--- config.mk ---
export PLATFORM = sky130hd
export DESIGN_NAME = vm1_tve_bus_flat
export DESIGN_NICKNAME = d
export VERILOG_FILES = /design/src/rtl/vm1_tve_pkg.sv /design/src/rtl/vm1_tve_bus_if.sv /design/src/rtl/vm1_tve_ena.sv /design/src/rtl/vm1_tve_bus.sv /design/src/flat_wrapper.sv
export SDC_FILE = /design/constraint.sdc
export NUM_CORES = 1
export LEC_CHECK = 0
export ABC_AREA = 1
export CORE_MARGIN = 2
export CORE_UTILIZATION = 41
export DETAILED_ROUTE_END_ITERATION = 12
export HOLD_SLACK_MARGIN = 0.12
export PLACE_DENSITY_LB_ADDON = 0.15
export SYNTH_ARGS = -nofsm -noshare
export SYNTH_HDL_FRONTEND = slang
export SYNTH_SLANG_ARGS = --single-unit
--- constraint.sdc ---
create_clock -name tvb_clk -period 1.4 [get_ports tvb_clk]
set_input_delay 0.28 -clock tvb_clk [delete_from_list [all_inputs] [get_ports tvb_clk]]
set_output_delay 0.28 -clock tvb_clk [all_outputs]
set_load 0.1 [all_outputs]
--- src/rtl/vm1_tve_pkg.sv ---
// vm1_tve_pkg: state encoding, register map and default constants for the timer bus controller
package vm1_tve_pkg;
  typedef enum logic [2:0] {IDLE, RD, MRG, WR, ACK, VEC, PASS} tve_state_t;
  localparam logic [15:0] LIM_OFS = 16'd0, CNT_OFS = 16'd2, CSR_OFS = 16'd4;
  localparam logic [15:0] DEF_BASE = 16'o177706, DEF_VECTOR = 16'o000270;
endpackage

--- src/rtl/vm1_tve_bus_if.sv ---
// vm1_tve_bus_if: CPU-side bus cycle and interrupt-acknowledge signals
interface vm1_tve_bus_if;
  logic stb, we, ack, iak_i, iak_o, virq;
  logic [1:0] sel;
  logic [15:0] adr, dat_i, dat_o;
  modport slave(input stb, we, sel, adr, dat_i, iak_i, output dat_o, ack, iak_o, virq);
  modport master(output stb, we, sel, adr, dat_i, iak_i, input dat_o, ack, iak_o, virq);
endinterface

--- src/rtl/vm1_tve_ena.sv ---
// vm1_tve_ena: free-running prescaler producing a one-clock timer enable every ENA_DIV clocks
module vm1_tve_ena #(parameter int ENA_DIV = 1) (
  input  logic tvb_clk,
  input  logic tvb_rst_n,
  output logic tve_ena
);
  localparam logic [7:0] LAST = 8'(ENA_DIV - 1);
  logic [7:0] cnt;
  always_ff @(posedge tvb_clk or negedge tvb_rst_n)
    if (!tvb_rst_n) begin
      cnt <= '0;
      tve_ena <= 1'b0;
    end else begin
      cnt <= (cnt == LAST) ? '0 : cnt + 8'd1;
      tve_ena <= cnt == LAST;
    end
endmodule

--- src/rtl/vm1_tve_bus.sv ---
// vm1_tve_bus: sequences CPU reads, byte-merged writes and vector acknowledge for vm1_timer
module vm1_tve_bus import vm1_tve_pkg::*; #(
  parameter logic [15:0] BASE = DEF_BASE,
  parameter logic [15:0] VECTOR = DEF_VECTOR,
  parameter int ENA_DIV = 1
) (
  input  logic        tvb_clk,
  input  logic        tvb_rst_n,
  vm1_tve_bus_if.slave tvb,
  output logic        tve_ena,
  output logic [15:0] tve_din,
  input  logic [15:0] tve_dout,
  output logic        tve_csr_oe,
  output logic        tve_cnt_oe,
  output logic        tve_lim_oe,
  output logic        tve_csr_wr,
  output logic        tve_lim_wr,
  input  logic        tve_irq,
  output logic        tve_ack
);
  localparam logic [15:0] A_LIM = BASE + LIM_OFS, A_CNT = BASE + CNT_OFS, A_CSR = BASE + CSR_OFS;
  tve_state_t st;
  logic hit_lim, hit_cnt, hit_csr, hit;
  logic [15:0] mrg;
  // forcing bit 0 high on both sides makes the compare word-granular
  assign hit_lim = (tvb.adr | 16'd1) == (A_LIM | 16'd1);
  assign hit_cnt = (tvb.adr | 16'd1) == (A_CNT | 16'd1);
  assign hit_csr = (tvb.adr | 16'd1) == (A_CSR | 16'd1);
  assign hit = hit_lim | hit_cnt | hit_csr;
  assign mrg = {tvb.sel[1] ? tvb.dat_i[15:8] : tve_dout[15:8], tvb.sel[0] ? tvb.dat_i[7:0] : tve_dout[7:0]};
  assign tvb.virq = tve_irq;
  vm1_tve_ena #(.ENA_DIV(ENA_DIV)) u_ena (.tvb_clk, .tvb_rst_n, .tve_ena);
  always_ff @(posedge tvb_clk or negedge tvb_rst_n)
    if (!tvb_rst_n) begin
      st <= IDLE;
      tvb.dat_o <= '0;
      tvb.ack <= 1'b0;
      tvb.iak_o <= 1'b0;
      tve_din <= '0;
      {tve_csr_oe, tve_cnt_oe, tve_lim_oe, tve_csr_wr, tve_lim_wr, tve_ack} <= '0;
    end else begin
      {tve_csr_oe, tve_cnt_oe, tve_lim_oe, tve_csr_wr, tve_lim_wr, tve_ack} <= '0;
      case (st)
        IDLE:
          if (tvb.stb && hit && !tvb.we) begin
            st <= RD;
            {tve_lim_oe, tve_cnt_oe, tve_csr_oe} <= {hit_lim, hit_cnt, hit_csr};
          end else if (tvb.stb && hit) begin
            if (hit_lim && &tvb.sel) begin
              st <= WR;
              tve_lim_wr <= 1'b1;
              tve_din <= tvb.dat_i;
            end else if (hit_lim && ^tvb.sel) begin
              st <= MRG;
              tve_lim_oe <= 1'b1;
            end else if (hit_csr && tvb.sel[0]) begin
              st <= WR;
              tve_csr_wr <= 1'b1;
              tve_din <= tvb.dat_i;
            end else begin
              st <= ACK;
              tvb.ack <= 1'b1;
            end
          end else if (tvb.iak_i && tve_irq) begin
            st <= VEC;
            tvb.dat_o <= VECTOR;
            tvb.ack <= 1'b1;
            tve_ack <= 1'b1;
          end else if (tvb.iak_i) begin
            st <= PASS;
            tvb.iak_o <= 1'b1;
          end
        RD: begin
          st <= ACK;
          tvb.ack <= 1'b1;
          tvb.dat_o <= tve_dout;
        end
        MRG: begin
          st <= WR;
          tve_lim_wr <= 1'b1;
          tve_din <= mrg;
        end
        WR: begin
          st <= ACK;
          tvb.ack <= 1'b1;
          tve_din <= '0;
        end
        ACK, VEC:
          if (!(st == ACK ? tvb.stb : tvb.iak_i)) begin
            st <= IDLE;
            tvb.ack <= 1'b0;
            tvb.dat_o <= '0;
          end
        PASS:
          if (!tvb.iak_i) begin
            st <= IDLE;
            tvb.iak_o <= 1'b0;
          end
        default: st <= IDLE;
      endcase
    end
endmodule

--- src/flat_wrapper.sv ---
// flat-port wrapper written by rule: the top's interface ports become plain ports
module vm1_tve_bus_flat import vm1_tve_pkg::*;
#(
  parameter logic [15:0] BASE = DEF_BASE,
  parameter logic [15:0] VECTOR = DEF_VECTOR,
  parameter int ENA_DIV = 1
)
  (tvb_clk, tvb_rst_n, tve_ena, tve_din, tve_dout, tve_csr_oe, tve_cnt_oe, tve_lim_oe, tve_csr_wr, tve_lim_wr, tve_irq, tve_ack, tvb_stb, tvb_we, tvb_sel, tvb_adr, tvb_dat_i, tvb_iak_i, tvb_dat_o, tvb_ack, tvb_iak_o, tvb_virq);
  vm1_tve_bus_if tvb_i ();
  input  logic tvb_clk;
  input  logic tvb_rst_n;
  output logic tve_ena;
  output logic [15:0] tve_din;
  input  logic [15:0] tve_dout;
  output logic tve_csr_oe;
  output logic tve_cnt_oe;
  output logic tve_lim_oe;
  output logic tve_csr_wr;
  output logic tve_lim_wr;
  input  logic tve_irq;
  output logic tve_ack;
  input wire logic [$bits(tvb_i.stb)-1:0] tvb_stb;
  input wire logic [$bits(tvb_i.we)-1:0] tvb_we;
  input wire logic [$bits(tvb_i.sel)-1:0] tvb_sel;
  input wire logic [$bits(tvb_i.adr)-1:0] tvb_adr;
  input wire logic [$bits(tvb_i.dat_i)-1:0] tvb_dat_i;
  input wire logic [$bits(tvb_i.iak_i)-1:0] tvb_iak_i;
  output wire logic [$bits(tvb_i.dat_o)-1:0] tvb_dat_o;
  output wire logic [$bits(tvb_i.ack)-1:0] tvb_ack;
  output wire logic [$bits(tvb_i.iak_o)-1:0] tvb_iak_o;
  output wire logic [$bits(tvb_i.virq)-1:0] tvb_virq;
  assign tvb_i.stb = tvb_stb;
  assign tvb_i.we = tvb_we;
  assign tvb_i.sel = tvb_sel;
  assign tvb_i.adr = tvb_adr;
  assign tvb_i.dat_i = tvb_dat_i;
  assign tvb_i.iak_i = tvb_iak_i;
  assign tvb_dat_o = tvb_i.dat_o;
  assign tvb_ack = tvb_i.ack;
  assign tvb_iak_o = tvb_i.iak_o;
  assign tvb_virq = tvb_i.virq;
  vm1_tve_bus #(.BASE(BASE), .VECTOR(VECTOR), .ENA_DIV(ENA_DIV)) u_core (.tvb_clk(tvb_clk), .tvb_rst_n(tvb_rst_n), .tvb(tvb_i), .tve_ena(tve_ena), .tve_din(tve_din), .tve_dout(tve_dout), .tve_csr_oe(tve_csr_oe), .tve_cnt_oe(tve_cnt_oe), .tve_lim_oe(tve_lim_oe), .tve_csr_wr(tve_csr_wr), .tve_lim_wr(tve_lim_wr), .tve_irq(tve_irq), .tve_ack(tve_ack));
endmodule
### After elaboration in Yosys (flattened, before gate mapping)

Index checks and enable logic that the tools add are counted.
W data, S select, Z words.

| cells by class | value |
|---|---|
| reductions and logical operators | 22 |
| bitwise logic cells | 2 |
| multiplexer cells | 62 |
| equal/unequal tests | 24 |
| add/subtract/negate cells | 1 |

Operator list:

| cell | number |
|---|---|
| $mux W16 | 9 |
| $pmux W16 S3 | 2 |
| $eq A15 B15 Y1 const B | 3 |
| $mux W1 | 35 |
| $mux W3 | 9 |
| $mux W8 | 3 |
| $pmux W3 S5 | 1 |
| $ne A2 B2 Y1 const B | 6 |
| $reduce_and A5 Y1 | 2 |
| $eq A3 B3 Y1 const B | 3 |
| $ne A3 B3 Y1 const B | 3 |
| $reduce_bool A3 Y1 | 3 |
| $add A8 B1 Y8 const B | 1 |
| $logic_not A8 Y1 | 1 |
| $reduce_and A7 Y1 | 1 |
| $eq A3 B2 Y1 const B | 2 |
| $logic_and A1 B1 Y1 | 6 |
| $ne A3 B1 Y1 const B | 2 |
| $reduce_and A6 Y1 | 1 |
| $ne A5 B2 Y1 const B | 1 |
| $ne A2 B1 Y1 const B | 2 |
| $pmux W1 S2 | 2 |
| $reduce_or A2 Y1 | 2 |
| $eq A3 B1 Y1 const B | 1 |
| 9 further kinds | 10 |

| storage, ports and cells | value |
|---|---|
| word-level logic and storage cells | 124 |
| register bits after elaboration | 52 |
| output and inout bits | 42 |
| input bits | 56 |

### Logic depth before layout (Yosys ltp)

| logic depth | value |
|---|---|
| word-level depth | 8 |
| mapped depth | 13 |
| gate-level depth less buffers | 13 |

### Hierarchy

A second synthesis with hierarchy kept.

| unflattened totals | value |
|---|---|
| cells, all modules | 383 |
| area total of the unflattened synthesis | 2935.3 um^2 |

Modules (own cells, without submodules):

| module | cells an instance | instances | area each (um^2) | sequential area each (um^2) |
|---|---|---|---|---|
| vm1_tve_bus | 330 | 1 | 2487.4 | 1076.0 |
| vm1_tve_ena | 53 | 1 | 447.9 | 225.2 |

### Worst setup path before layout

OpenSTA, ideal clock, no wires.

| timing path | value |
|---|---|
| path type | input port to flip-flop |
| start | input port tvb_adr[12] |
| end | register u_core.tve_din[10] |
| stages | 13 |
| arrival time | 1.482 ns |
| data required time | 1.334 ns |
| buffers on the path | 1 |
| setup time | 0.066 ns |
| path slack | -0.148 ns |
| cell sequence | nand2_1 inv_1 nand2_1 nor2_2 nand2_1 nand3_2 nand2_2 o21ai_2 nand2_2 nand2_4 buf_12 nand2_2 nand2_1 |

| on the way | value |
|---|---|
| cells in the longest elaborated chain, start to end | 7 |
| elaborated cells between the ends (all ways) | 19 |
| classes of those cells | eq/ne (7); mux (4); bitwise (2); reduce/logical (6) |

Ends and longest elaborated chain:

| what | RTL line | RTL |
|---|---|---|
| start, declared | flat_wrapper.sv:25 | `input wire logic [$bits(tvb_i.adr)-1:0] tvb_adr;` |
| $eq A15 B15 Y1, on equally long branches | vm1_tve_bus.sv:26, vm1_tve_bus.sv:27 |  |
| $or A1 B1 Y1 (2 in series) | vm1_tve_bus.sv:29 | `assign hit = hit_lim \| hit_cnt \| hit_csr;` |
| $logic_and A1 B1 Y1 | vm1_tve_bus.sv:45, vm1_tve_bus.sv:48 |  |
| $logic_and A1 B1 Y1 | vm1_tve_bus.sv:45 | `if (tvb.stb && hit && !tvb.we) begin` |
| $ne A2 B2 Y1 (no source line) | - |  |
| $reduce_and A5 Y1 (no source line) | - |  |
| end signal, assigned | vm1_tve_bus.sv:52 | `tve_din <= tvb.dat_i;` |
| end signal, assigned | vm1_tve_bus.sv:59 | `tve_din <= tvb.dat_i;` |
| end signal, assigned | vm1_tve_bus.sv:81 | `tve_din <= mrg;` |
| end, declared | vm1_tve_bus.sv:11 | `output logic [15:0] tve_din,` |

Parallel ways exist; a longest one is shown, timed or not. The select of a mux whose other input is x is not followed.
A chain may end at the register's enable or synchronous reset.

### Worst setup path in the final report

| timing path | value |
|---|---|
| start | input port tvb_adr[3] |
| end | register u_core.tvb.dat_o[3] |

| on the way | value |
|---|---|
| cells in the longest elaborated chain, start to end | 7 |
| elaborated cells between the ends (all ways) | 10 |
| classes of those cells | eq/ne (5); bitwise (2); reduce/logical (3) |

Ends and longest elaborated chain:

| what | RTL line | RTL |
|---|---|---|
| $eq A15 B15 Y1, on equally long branches | vm1_tve_bus.sv:26, vm1_tve_bus.sv:27 |  |
| $or A1 B1 Y1 | vm1_tve_bus.sv:29 |  |
| $or A1 B1 Y1 * | vm1_tve_bus.sv:29 |  |
| $logic_and A1 B1 Y1 * | vm1_tve_bus.sv:45, vm1_tve_bus.sv:48 |  |
| $logic_and A1 B1 Y1 | vm1_tve_bus.sv:45 |  |
| $ne A2 B2 Y1 (no source line) | - |  |
| $reduce_and A5 Y1 (no source line) * | - |  |
| end signal, assigned | vm1_tve_bus.sv:76 | `tvb.dat_o <= tve_dout;` |
| end, declared | vm1_tve_bus_if.sv:6 | `modport slave(input stb, we, sel, adr, dat_i, iak_i, output dat_o, ack, iak_o, virq);` |

Mark *: on every way between the ends. The rest lies on a longest branch, timed or not.

==> impl_metrics.py <==
metrics = {
    "global_routing": {
        "first_global_vias": 3106,
        "grt_antenna_before_repair": 0,
        "grt_max_degree": 39,
        "grt_pass1_wl_um": 14700,
        "use_met1_pct": 31.1,
        "gr-max-usage-layer": "met2",
        "grtUsageMet3_pct": 3.51,
        "grtUsageMet2_pct": 44.5,
        "grt_usage_pct": 24.8,
        "gr-total-overflow": 0,
    },
    "sta": {
        "setup_viol": 39,
        "fmax_mhz": 659,
        "period_minus_slack_ps": 1520,
        "maxSlewViolCount": 0,
        "tightestPinTransition_ps": 402,
        "rsz0062_at_grt": "true",
        "post-route-period-util_pct": 108,
        "tns_ps": -2480,
        "hold_ws_ps": 425,
        "relSlewSlack_pct": 73.2,
        "fin_ws_ps": -118,
        "hold_viol_final": 0,
        "skew_ps": 3.13,
    },
    "finish": {
        "antennaDiodeCount": 0,
        "layout.cells.most_common_list": "nand2_1 (70), dfrtp_1 (50), buf_4 (46), buf_12 (46), inv_1 (38)",
        "final_nets": 583,
        "final_common_cell": "nand2_1",
        "layout-drive-gt1-share_pct": 45.3,
        "utilization_pct": 80.0,
        "area_growth_pct": 90.8,
    },
    "routing": {
        "postRouteAntennaNets": 0,
        "dr.pass1.iters": 4,
        "routed_wl_um": 10300,
        "viasPerCell": 5.28,
        "wl_per_cell_um": 17.0,
        "vias": 3192,
        "drc": 0,
        "drtIter0Drc": 172,
    },
    "pwr": {
        "pwr-share-comb_pct": 73.2,
        "powerDensity_nw_per_um2": 2540,
        "worst_ir_drop_vdd_mv": 1.88,
        "internal-power_mw": 6.32,
        "p_leak_nw": 2.66,
        "finalPower_mw": 13.7,
        "power_frac_clock_pct": 6.7,
        "p_sw_mw": 7.35,
        "swShare_pct": 53.8,
        "seq_power_share_pct": 20.1,
    },
    "floorplanning": {
        "num_rows": 30,
        "start_util_pct": 42.0,
        "die_y_um": 86.9,
        "core_area_um2": 6720,
        "io_pins": 98,
        "die_area_um2": 7560,
        "die_w_um": 86.9,
    },
    "synth": {
        "synth_area_um2": 2820,
        "synth_top_area_share_pct": 46.2,
        "yosys-top-cells-area": "dfrtp_1 (46%), nand2_1 (13%), inv_1 (6.7%)",
        "ys_ff_latch": 52,
        "synthDistinctLibCells": 27,
        "syn_nets": 423,
        "yosysWarningCount": 0,
        "ys_seq_area_share_pct": 46.2,
        "netlist_instances": 364,
        "synth_area_leader_cell": "dfrtp_1",
        "syn_area_per_cell_um2": 7.74,
    },
    "clock_network": {
        "clockBufferDepth": 2,
        "cts_made_buffers": 5,
        "path_clk_slew_ps": 100,
        "cts-root-buf": "clkbuf_8",
        "h-tree-depth": 2,
        "cts_tree": "yes",
        "clk_latency_ps": 300,
        "cts_sinks": 52,
    },
    "placement": {
        "dpl_worst_slack_ps": -760,
        "io_buffers": 96,
        "gp_congestion": 0.909,
        "dp_hpwl_um": 6130,
    },
    "worst_hold_path": {
        "holdCritPathClass": "in2async",
    },
    "run_status": {
        "violations": "negative setup slack",
        "status": "complete, but fails checks",
    },
    "run": {
        "cap_violations": 0,
    },
    "worst_setup_path": {
        "worstPathRequired_ps": 1650,
        "cp-start-kind": "primary input",
        "cp_max_fo": 4,
        "crit_arrival_ps": 1760,
        "path_class": "in2reg",
        "crit_path_end_kind": "flop",
        "r2r_setup_slack_ps": -90,
    },
}
## routing by layer
layer,part of all wire [%],up-vias
met3,5.0,25
li1,-,1492
met4,2.6,0
met2,53,123
met1,39,1552
met5,0,-
## what timing repair did
item | in CTS | in global routing
setup endpoints to repair | 43 | 43
pin swaps | 34 | 19
resized for setup | 116 | 84
buffers inserted | 19 | 3
endpoints found under the hold margin | 14 | 0
gates cloned | 4 | 0
hold buffers | 1 | 0
## path summary, 6_finish.rpt
path                                startpoint  cells past startpoint                  end
max in group asynchronous            tvb_rst_n                      3         u_core.st[2]
min reg2reg                u_core.u_ena.cnt[6]                      1  u_core.u_ena.cnt[6]
min                                  tvb_rst_n                      2  u_core.u_ena.cnt[3]
max                                 tvb_adr[3]                     14  u_core.tvb.dat_o[3]
min in group tvb_clk       u_core.u_ena.cnt[6]                      1  u_core.u_ena.cnt[6]
max reg2reg                       u_core.st[0]                      9  u_core.tvb.dat_o[3]
## power groups by stage
stage | Sequential, mW | Combinational, mW | Clock [mW]
floorplan | 5.90 | 1.82 | 0
global placement | 2.67 | 8.44 | 0
detailed placement | 2.67 | 8.52 | 0
CTS | 2.66 | 9.44 | 0.921
global route | 2.81 | 10.4 | 0.984
finish | 2.75 | 10.0 | 0.916
## cell families after synthesis
logic type / synth area share (%)
fa+ha+maj: 1.33
compound gates: 13.1
buf+inv: 9.41
xor+xnor: 1.55
flops: 46.2
simple gates: 28.5
## state kept, by name, summed over array words and instances, names as in the netlist
register and cells:
u_core.tvb.dat_o 16, u_core.tve_din 16, u_core.u_ena.cnt 8, u_core.st 3
u_core.tvb.ack 1, u_core.tvb.iak_o 1, u_core.tve_ack 1, u_core.tve_cnt_oe 1
u_core.tve_csr_oe 1, u_core.tve_csr_wr 1, u_core.tve_lim_oe 1, u_core.tve_lim_wr 1
u_core.u_ena.tve_ena 1
## stage by stage
step,instance area (um2),instances
5_1_grt,5380,605
3_3_place_gp,4610,571
3_5_place_dp,4610,571
4_1_cts,5090,602
2_1_floorplan,2840,364
6_report,5380,605
## area by class of cell
cell class                      count  area, um2
Sequential cell                    52       1300
Multi-Input combinational cell    250       1700
Clock buffer                        7       86.3
Tap cell                           80        100
Fill cell                         395       1340
Inverter                           51        196
Timing Repair Buffer              164       1980
Clock inverter                      1       7.51
## worst max-delay path: stages
cell     delay (ps)
buf_2           110
inv_2            40
nor2_2          120
nand2_1         110
nor2_4          140
nand2_2          90
nand3_4         110
buf_6           130
nand3_4         100
nand4_4         160
buf_6           140
buf_6           120
nand2_2          50
nand2_1          60
## cell usage after synthesis
library cell	instances
nand2_1	101
dfrtp_1	52
inv_1	50
o21ai_0	36
nand3_1	28
nor2_1	25
a22o_1	16
nand2_2	13
clkbuf_1	5
xor2_1	5
buf_2	4
nand4_1	4
nor3_1	4
a21oi_1	3
ha_1	3
buf_4	2
nand3_2	2
nor2_2	2
buf_12	1
inv_2	1
nand2_4	1
nand4_2	1
nor4_1	1
o2111ai_1	1
o21ai_2	1
o31ai_1	1
o32ai_1	1
Power figures use the tool's default switching activity.
